**config.mk**
```make
export PLATFORM = sky130hd
export DESIGN_NAME = rvfi_trace_tx
export DESIGN_NICKNAME = d
export VERILOG_FILES = /design/src/rtl/rvfi_trace_tx.sv
export SDC_FILE = /design/constraint.sdc
export NUM_CORES = 2
export LEC_CHECK = 0
export BUFFER_PORTS_ARGS = -buffer_cell sky130_fd_sc_hd__buf_2
export CAP_MARGIN = 5
export CORE_UTILIZATION = 25
export DETAILED_ROUTE_END_ITERATION = 12
export PLACE_DENSITY = 0.49
export SYNTH_ARGS = -nofsm -noshare
export SYNTH_HDL_FRONTEND = slang
export SYNTH_SLANG_ARGS = --single-unit
export TNS_END_PERCENT = 5
```
**constraint.sdc**
```tcl
create_clock -name clk -period 13.8 [get_ports clk]
set_clock_uncertainty 0.1 [all_clocks]
set_input_delay 2.07 -clock clk [delete_from_list [all_inputs] [get_ports clk]]
set_output_delay 2.07 -clock clk [all_outputs]
set_load 0.02 [all_outputs]
```
**src/rtl/rvfi_trace_tx.sv**
```systemverilog
// rvfi_trace_tx: retirement-trace transmitter.
// Captures RVFI retirement records, stamps each one with a 64-bit order number,
// buffers them in a FIFO and serialises each record as 32-bit words on a
// valid/ready stream. tx_last marks the final word of a record.
// Optional feature macro RVFI_TRACE_MEM_EN adds the memory-access ports and
// extends every record from 6 to 8 words.
module rvfi_trace_tx #(
   parameter int DEPTH  = 16,
   parameter int DROP_W = 8
) (
   input  logic                     clk,
   input  logic                     reset,
   input  logic                     enable,
   input  logic                     rvfi_valid,
   input  logic [31:0]              rvfi_insn,
   input  logic [31:0]              rvfi_pc_rdata,
   input  logic [4:0]               rvfi_rd_addr,
   input  logic [31:0]              rvfi_rd_wdata,
   input  logic [1:0]               rvfi_mode,
   input  logic                     rvfi_intr,
`ifdef RVFI_TRACE_MEM_EN
   input  logic [31:0]              rvfi_mem_addr,
   input  logic [31:0]              rvfi_mem_rdata,
   input  logic [31:0]              rvfi_mem_wdata,
   input  logic [3:0]               rvfi_mem_rmask,
   input  logic [3:0]               rvfi_mem_wmask,
`endif
   output logic [31:0]              tx_data,
   output logic                     tx_valid,
   input  logic                     tx_ready,
   output logic                     tx_last,
   output logic [$clog2(DEPTH):0]   fifo_level,
   output logic [DROP_W-1:0]        drop_count
);

   localparam int AW = $clog2(DEPTH);
   localparam int LW = AW + 1;
`ifdef RVFI_TRACE_MEM_EN
   localparam int NWORDS = 8;
`else
   localparam int NWORDS = 6;
`endif
   localparam logic [2:0]        LAST_IDX = 3'(NWORDS - 1);
   localparam logic [LW-1:0]     FULL_LVL = LW'(DEPTH);
   localparam logic [DROP_W-1:0] DROP_MAX = '1;

   typedef struct packed {
      logic [63:0] order;
      logic [31:0] pc;
      logic [31:0] insn;
      logic [31:0] rd_wdata;
      logic [4:0]  rd;
      logic [1:0]  mode;
      logic        intr;
      logic [7:0]  drops;
`ifdef RVFI_TRACE_MEM_EN
      logic [31:0] mem_addr;
      logic [31:0] mem_data;   // already selected: write data for stores, read data otherwise
      logic [3:0]  rmask;
      logic [3:0]  wmask;
`endif
   } rec_t;

   typedef enum logic {IDLE, SEND} state_t;

   state_t            state_q, state_d;
   logic [2:0]        idx_q, idx_d;
   logic [AW-1:0]     wr_ptr_q, rd_ptr_q;
   logic [LW-1:0]     count_q, count_d;
   logic [63:0]       order_q;
   logic [DROP_W-1:0] drop_q, drop_d;
   rec_t              mem_q [DEPTH];
   rec_t              wr_rec;
   rec_t              head;
   logic              capture, full, push, drop, pop;
   logic [31:0]       word;
   logic [7:0]        low_byte;

   // Full is judged on the registered level, so a same-cycle pop never rescues a push.
   assign capture    = rvfi_valid & enable;
   assign full       = (count_q == FULL_LVL);
   assign push       = capture & ~full;
   assign drop       = capture & full;
   assign pop        = (state_q == SEND) & tx_ready & (idx_q == LAST_IDX);
   assign count_d    = count_q + LW'(push) - LW'(pop);
   assign head       = mem_q[rd_ptr_q];
   assign fifo_level = count_q;
   assign drop_count = drop_q;

   // Assemble the record written on a push; the pending drop count rides in its header.
   always_comb begin
      wr_rec          = '0;
      wr_rec.order    = order_q;
      wr_rec.pc       = rvfi_pc_rdata;
      wr_rec.insn     = rvfi_insn;
      wr_rec.rd_wdata = rvfi_rd_wdata;
      wr_rec.rd       = rvfi_rd_addr;
      wr_rec.mode     = rvfi_mode;
      wr_rec.intr     = rvfi_intr;
      wr_rec.drops    = 8'(drop_q);
`ifdef RVFI_TRACE_MEM_EN
      wr_rec.mem_addr = rvfi_mem_addr;
      wr_rec.mem_data = (rvfi_mem_wmask != 4'h0) ? rvfi_mem_wdata : rvfi_mem_rdata;
      wr_rec.rmask    = rvfi_mem_rmask;
      wr_rec.wmask    = rvfi_mem_wmask;
`endif
   end

   // Saturating drop counter, cleared once its value has been handed to a stored record.
   always_comb begin
      drop_d = drop_q;
      if (push) begin
         drop_d = '0;
      end else if (drop && (drop_q != DROP_MAX)) begin
         drop_d = drop_q + DROP_W'(1);
      end
   end

   // Record storage; payload carries no reset, validity is tracked by the pointers.
   always_ff @(posedge clk) begin
      if (push) begin
         mem_q[wr_ptr_q] <= wr_rec;
      end
   end

   // Control registers: FSM, word index, FIFO pointers/level, order and drop counters.
   always_ff @(posedge clk or negedge reset) begin
      if (!reset) begin
         state_q  <= IDLE;
         idx_q    <= '0;
         wr_ptr_q <= '0;
         rd_ptr_q <= '0;
         count_q  <= '0;
         order_q  <= '0;
         drop_q   <= '0;
      end else begin
         state_q <= state_d;
         idx_q   <= idx_d;
         count_q <= count_d;
         drop_q  <= drop_d;
         if (capture) order_q  <= order_q + 64'd1;
         if (push)    wr_ptr_q <= wr_ptr_q + AW'(1);
         if (pop)     rd_ptr_q <= rd_ptr_q + AW'(1);
      end
   end

   // Word select for the head record; words come straight from storage, so they stay stable.
   always_comb begin
`ifdef RVFI_TRACE_MEM_EN
      low_byte = {head.rmask, head.wmask};
`else
      low_byte = 8'h00;
`endif
      word = '0;
      case (idx_q)
         3'd0: word = {8'hA5, head.mode, head.intr, head.rd, head.drops, low_byte};
         3'd1: word = head.order[31:0];
         3'd2: word = head.order[63:32];
         3'd3: word = head.pc;
         3'd4: word = head.insn;
         3'd5: word = head.rd_wdata;
`ifdef RVFI_TRACE_MEM_EN
         3'd6: word = head.mem_addr;
         3'd7: word = head.mem_data;
`endif
         default: word = '0;
      endcase
   end

   // Serialiser FSM: IDLE waits for a record, SEND walks its words and chains records without a bubble.
   always_comb begin
      state_d  = state_q;
      idx_d    = idx_q;
      tx_valid = 1'b0;
      tx_last  = 1'b0;
      tx_data  = '0;
      case (state_q)
         IDLE: begin
            if (count_q != '0) begin
               state_d = SEND;
               idx_d   = '0;
            end
         end
         SEND: begin
            tx_valid = 1'b1;
            tx_data  = word;
            tx_last  = (idx_q == LAST_IDX);
            if (tx_ready) begin
               if (idx_q == LAST_IDX) begin
                  idx_d   = '0;
                  state_d = (count_d != '0) ? SEND : IDLE;
               end else begin
                  idx_d = idx_q + 3'd1;
               end
            end
         end
         default: begin
            state_d = IDLE;
            idx_d   = '0;
         end
      endcase
   end

endmodule
```
# ---- After elaboration in Yosys (flattened, before gate mapping)
# Memory sizes are Yosys's and may differ from the RTL's.
# Cells that the tools add are included.
dict set report word_totals {
  regBits 89
  mem_bits_rw 2816
  input_bits 109
  out_inout_bits 47
  n_memories 1
}
# memory depth width read_ports rd_clocked_by_memory_dff write_ports line_no
set mem_list {}
lappend mem_list {mem_q 16 176 1 0 1 72} ;# rec_t mem_q [DEPTH];
dict set report classes {
  addsub 7
  n_eq_ne 9
  mux 17
  bitwise 7
  reduce_logical 6
}
# cell count
set op_table {}
lappend op_table {{case mux 32 bit (6 select lines)} 1}
lappend op_table {{adder 64 x 1 -> 64 bit (second input constant)} 1}
lappend op_table {{two-way mux 32 bit} 1}
lappend op_table {{two-way mux 8 bit} 2}
lappend op_table {{nonzero test 5 bit} 2}
lappend op_table {{two-way mux 3 bit} 3}
lappend op_table {{adder 4 x 1 -> 4 bit (second input constant)} 2}
lappend op_table {{adder 8 x 1 -> 8 bit (second input constant)} 1}
lappend op_table {{two-way mux 1 bit} 8}
lappend op_table {{!= test 8 bit (second input constant)} 1}
lappend op_table {{== test 3 x 2 -> 1 bit (second input constant)} 2}
lappend op_table {{== test 3 bit (second input constant)} 2}
lappend op_table {{case mux 3 bit (2 select lines)} 1}
lappend op_table {{adder 5 x 1 -> 5 bit} 1}
lappend op_table {{bitwise AND 1 bit} 5}
lappend op_table {{== test 5 bit (second input constant)} 1}
lappend op_table {{subtractor 5 x 1 -> 5 bit} 1}
lappend op_table {{!= test 2 bit (second input constant)} 2}
lappend op_table {{adder 3 x 1 -> 3 bit (second input constant)} 1}
lappend op_table {{== test 3 x 1 -> 1 bit (second input constant)} 1}
lappend op_table {{logical NOT 3 bit} 1}
lappend op_table {{NOT 1 bit} 2}
lappend op_table {{case mux 1 bit (2 select lines)} 1}
lappend op_table {{AND reduction 2 bit} 1}
lappend op_table {{other kinds (2)} 2}

# ---- Depth between registers and ports, before layout
dict set report logic_depth {
  ltp_word 10
  depth_mapped 17
}

# ---- Least setup slack after synthesis
# OpenSTA, ideal clock, no wires.
dict set report synth_path {
  path_type {input -> register}
  from {input port rvfi_valid}
  to {memory mem_q[3][0] (netlist name), enable pin}
  setup_time_ns 0.927
  arrival_time_ns 14.649
  required_ns 12.773
  setup_slack_ns -1.875
  cell_stages 4
  cell_sequence {nand2_1 nor2_1 nand2_1 nor3_1}
}
dict set report synth_between {
  elab_chain_len 4
}
# item line_no
set synth_lines {}
lappend synth_lines {{start, declared} 14} ;# input logic rvfi_valid,
lappend synth_lines {{bitwise AND 1 bit} 80} ;# assign capture = rvfi_valid & enable;
lappend synth_lines {{bitwise AND 1 bit} 82} ;# assign push = capture & ~full;
lappend synth_lines {{two-way mux 1 bit} 121} ;# if (push) begin
lappend synth_lines {{two-way mux 1 bit (implied by the code)} 122} ;# mem_q[wr_ptr_q] <= wr_rec;
lappend synth_lines {{end, declared} 72}
# Every way passes these cells.

# ---- Final worst setup path
dict set report layout_path {
  from {register rd_ptr_q[0]}
  to {output port tx_data[19]}
}
dict set report layout_between {
  elab_chain_len 3
}
# item line_no
set layout_lines {}
lappend layout_lines {{start, declared} 68} ;# logic [AW-1:0] wr_ptr_q, rd_ptr_q;
lappend layout_lines {{start signal, assigned} 143} ;# if (pop) rd_ptr_q <= rd_ptr_q + AW'(1);
lappend layout_lines {{memory read (16 x 176 bit)} -}
lappend layout_lines {{case mux 32 bit (6 select lines)} 155} ;# case (idx_q)
lappend layout_lines {{two-way mux 32 bit} 177} ;# case (state_q)
lappend layout_lines {{end, declared} 28} ;# output logic [31:0] tx_data,
# Every way passes these cells.

==> run metrics <==
CP required roughly 12 ns; root cell of the clock tree clkbuf_16; vias in the first global route 57750; RSZ-0062 raised after global routing no; Final #Nets 6113; sequential fraction of the synthesis area 77.11%; Synth cell types 62; fin. max-slew vios 0; Fin. Hold Viols 0; DRT iter0 DRCs 5619; # DRC 0; Top Ports 156; largest net degree at the start of global routing roughly 140; maximum vdd ir drop between 0.15 and 0.2 mV; post-route ant nets 0; met1 Resource Use GR 18.48%; final wirelength 318.9 mm; yosys warns 0; grt ovf 0; count leader, synth edfxtp_1; P_sw 7.590 mW; first-pass GRT wire length between 400 and 500 mm; Post-synth EDFFs between 2000 and 3000; fraction of layout instances using a drive strength above 1 17.48%; final setup violation count 0; Comb power frac between 20% and 30%; clk buf depth 4; status completed; Pint 17.05 mW; count of input and output buffers 155; clk sinks 2905; smallest hold slack 0.4825 ns; vias per inst 4.636; post-CTS resize count 0; ranking of synthesized cells by area edfxtp_1 75%, mux2i_1 7.6%, mux4_2 6.2%; Rows about 250; r2r setup slk between 8 and 9 ns; htree depth 5; most frequent cells after synthesis 2816 x edfxtp_1, 850 x mux2i_1, 416 x a22oi_1, 308 x mux4_2, 229 x nand3_1; critical path endpoint category output port; fillers 43740; GR Layer Usage met2 22.56%; CTS Buf Count 309; PwrDens about 190 mW/mm^2; drt wl/cell 26.15 um; M3 GR Usage 2.585%; synthesized flop and latch total 2905; area of the core 0.4485 mm^2; CTS tree built; initial antenna violation count 89; maxcap violations 0; WP data arrival slightly above 6 ns; Peak Freq 121.7 MHz; startpoint types register; clock slew at reported path FFs 0.06 ns; Syn Inst Count ~5700; kind of critical path reg2out; grt peak-use layer met2; Tcrit/Tclk final 59.57%; worst rel slew slack under 10%; Clock Power Share 32.5%; Final GP Congestion 0.7332; Slew @ Worst Pin 1.396 ns; setup TNS 0 ns; top-area cell type share of the netlist area 75.14%; Die Wd between 600 and 700 um; Hold WC Path Type reg2reg; Max FO, Critical Path between 100 and 150; Cell Area, Synth 0.1125 mm^2; Syn Nets 5827; min cycle time layout 8.220 ns; Die Area 0.4529 mm^2; hold-fix buffers at CTS 0; dominant synthesized flop cell edfxtp_1; Pleak 42.18 nW; placed insts 11630; vias 56540; Initial Utilization 25.10%; Final Non-Filler Cells 12200; gr usage total 13.70%; Sw Ratio between 30% and 40%; Avg Cell Area, Syn 19.73 um^2; DPL Wire Length 169.1 mm; asr flop ratio synth 3.064%; sequential share of power 42.0%; Synth area leader edfxtp_1; setup bufs post-CTS 0; First-pass DRT Iterations 6; Area growth syn-to-layout 15.72%; die height 673.0 um; insertion delay to the later sink of the worst-skew pair between 0.8 and 0.9 ns
[flip-flops by register name, indices dropped and copies added (netlist names)]
signal,flops
idx_q,3
order_q,64
drop_count,8
state_q,1
fifo_level,5
rd_ptr_q,4
mem_q,2816
wr_ptr_q,4
[metal layers]
metal,routed length (um),vias up
met5,285,-
met2,151900,1735
met4,8575,42
li1,-,23980
met3,19610,550
met1,138500,30230
[per-stage QoR]
step | area [um^2] | total power, mW | setup slack [ns] | utilization, %
CTS | 130200 | 24.95 | 5.574 | 29.03
global route | 130200 | 25.57 | 5.362 | 29.03
finish | 130200 | 24.64 | 5.580 | 29.04
detailed placement | 120600 | 16.92 | 6.523 | 26.88
global placement | 120500 | 16.88 | 6.417 | 26.88
floorplan | 112600 | 14.68 | -1.831 | -
[cells in the final DEF (no fill, tap or decap), types with 39 or more instances in the layout]
| master | netlist | layout |
|---|---|---|
| edfxtp_1 | 2816 | 2816 |
| mux2i_1 | 850 | 850 |
| a22oi_1 | 416 | 416 |
| clkbuf_16 | 0 | 318 |
| mux4_2 | 308 | 308 |
| nand3_1 | 229 | 229 |
| buf_2 | 61 | 154 |
| buf_4 | 58 | 110 |
| nand2_1 | 103 | 103 |
| a21oi_1 | 95 | 95 |
| dfrtp_1 | 89 | 85 |
| clkbuf_1 | 137 | 80 |
| clkinv_1 | 0 | 58 |
| nand4_1 | 56 | 56 |
| nor2_1 | 75 | 55 |
| xnor2_1 | 49 | 49 |
| and2_1 | 42 | 39 |
[layout make-up]
cell class	count	area [um^2]	area share, %
timing repair buffer	292	2143	1.646
clock inverter	135	1171	0.8992
antenna	18	45.04	0.03458
clock buffer	413	8464	6.499
inverter	16	65.06	0.04996
multi-input combinational	2465	24100	18.51
sequential	2905	86800	66.65
tap	5952	7447	5.718
[power by group through the flow]
| stage | clock network, mW | logic, mW | registers (mW) |
|---|---|---|---|
| 2_1_floorplan | 0 | 4.13 | 10.5 |
| 3_3_place_gp | 0 | 6.37 | 10.5 |
| 3_5_place_dp | 0 | 6.39 | 10.5 |
| 4_1_cts | 8.20 | 6.41 | 10.3 |
| 5_1_grt | 8.51 | 6.68 | 10.4 |
| 6_report | 8.01 | 6.29 | 10.3 |
[path summary, 6_finish.rpt]
path	from	endpoint	cells after the start
min	fifo_level[0]	fifo_level[0]	1
min in group asynchronous	reset	order_q[17]	1
max reg2reg	fifo_level[3]	mem_q[3][86]	9
max	rd_ptr_q[0]	tx_data[19]	9
min reg2reg	fifo_level[0]	fifo_level[0]	1
max in group asynchronous	reset	order_q[63]	2
[logic make-up after synthesis]
logic type / after synthesis / share of synthesized area [%]
AND/OR/NAND/NOR: 575 / 2.627
flip-flops: 2905 / 77.11
XOR/XNOR: 74 / 0.5759
multiplexers: 1174 / 13.88
AO/OA/AOI/OAI: 627 / 3.961
buffers and inverters: 333 / 1.665
adder cells (fa/ha/maj): 15 / 0.1734
[critical path, cell delays in order, from the launching register on]
cell and delay, ns:
dfrtp_4 0.97, buf_12 0.59, buf_4 0.87, mux2i_1 0.27, a22oi_1 0.13, nand3_1 0.17, nand4_1 0.12, nor2_1 1.06
a21oi_1 0.37, buf_2 0.29
Power figures use the tool's default switching activity.
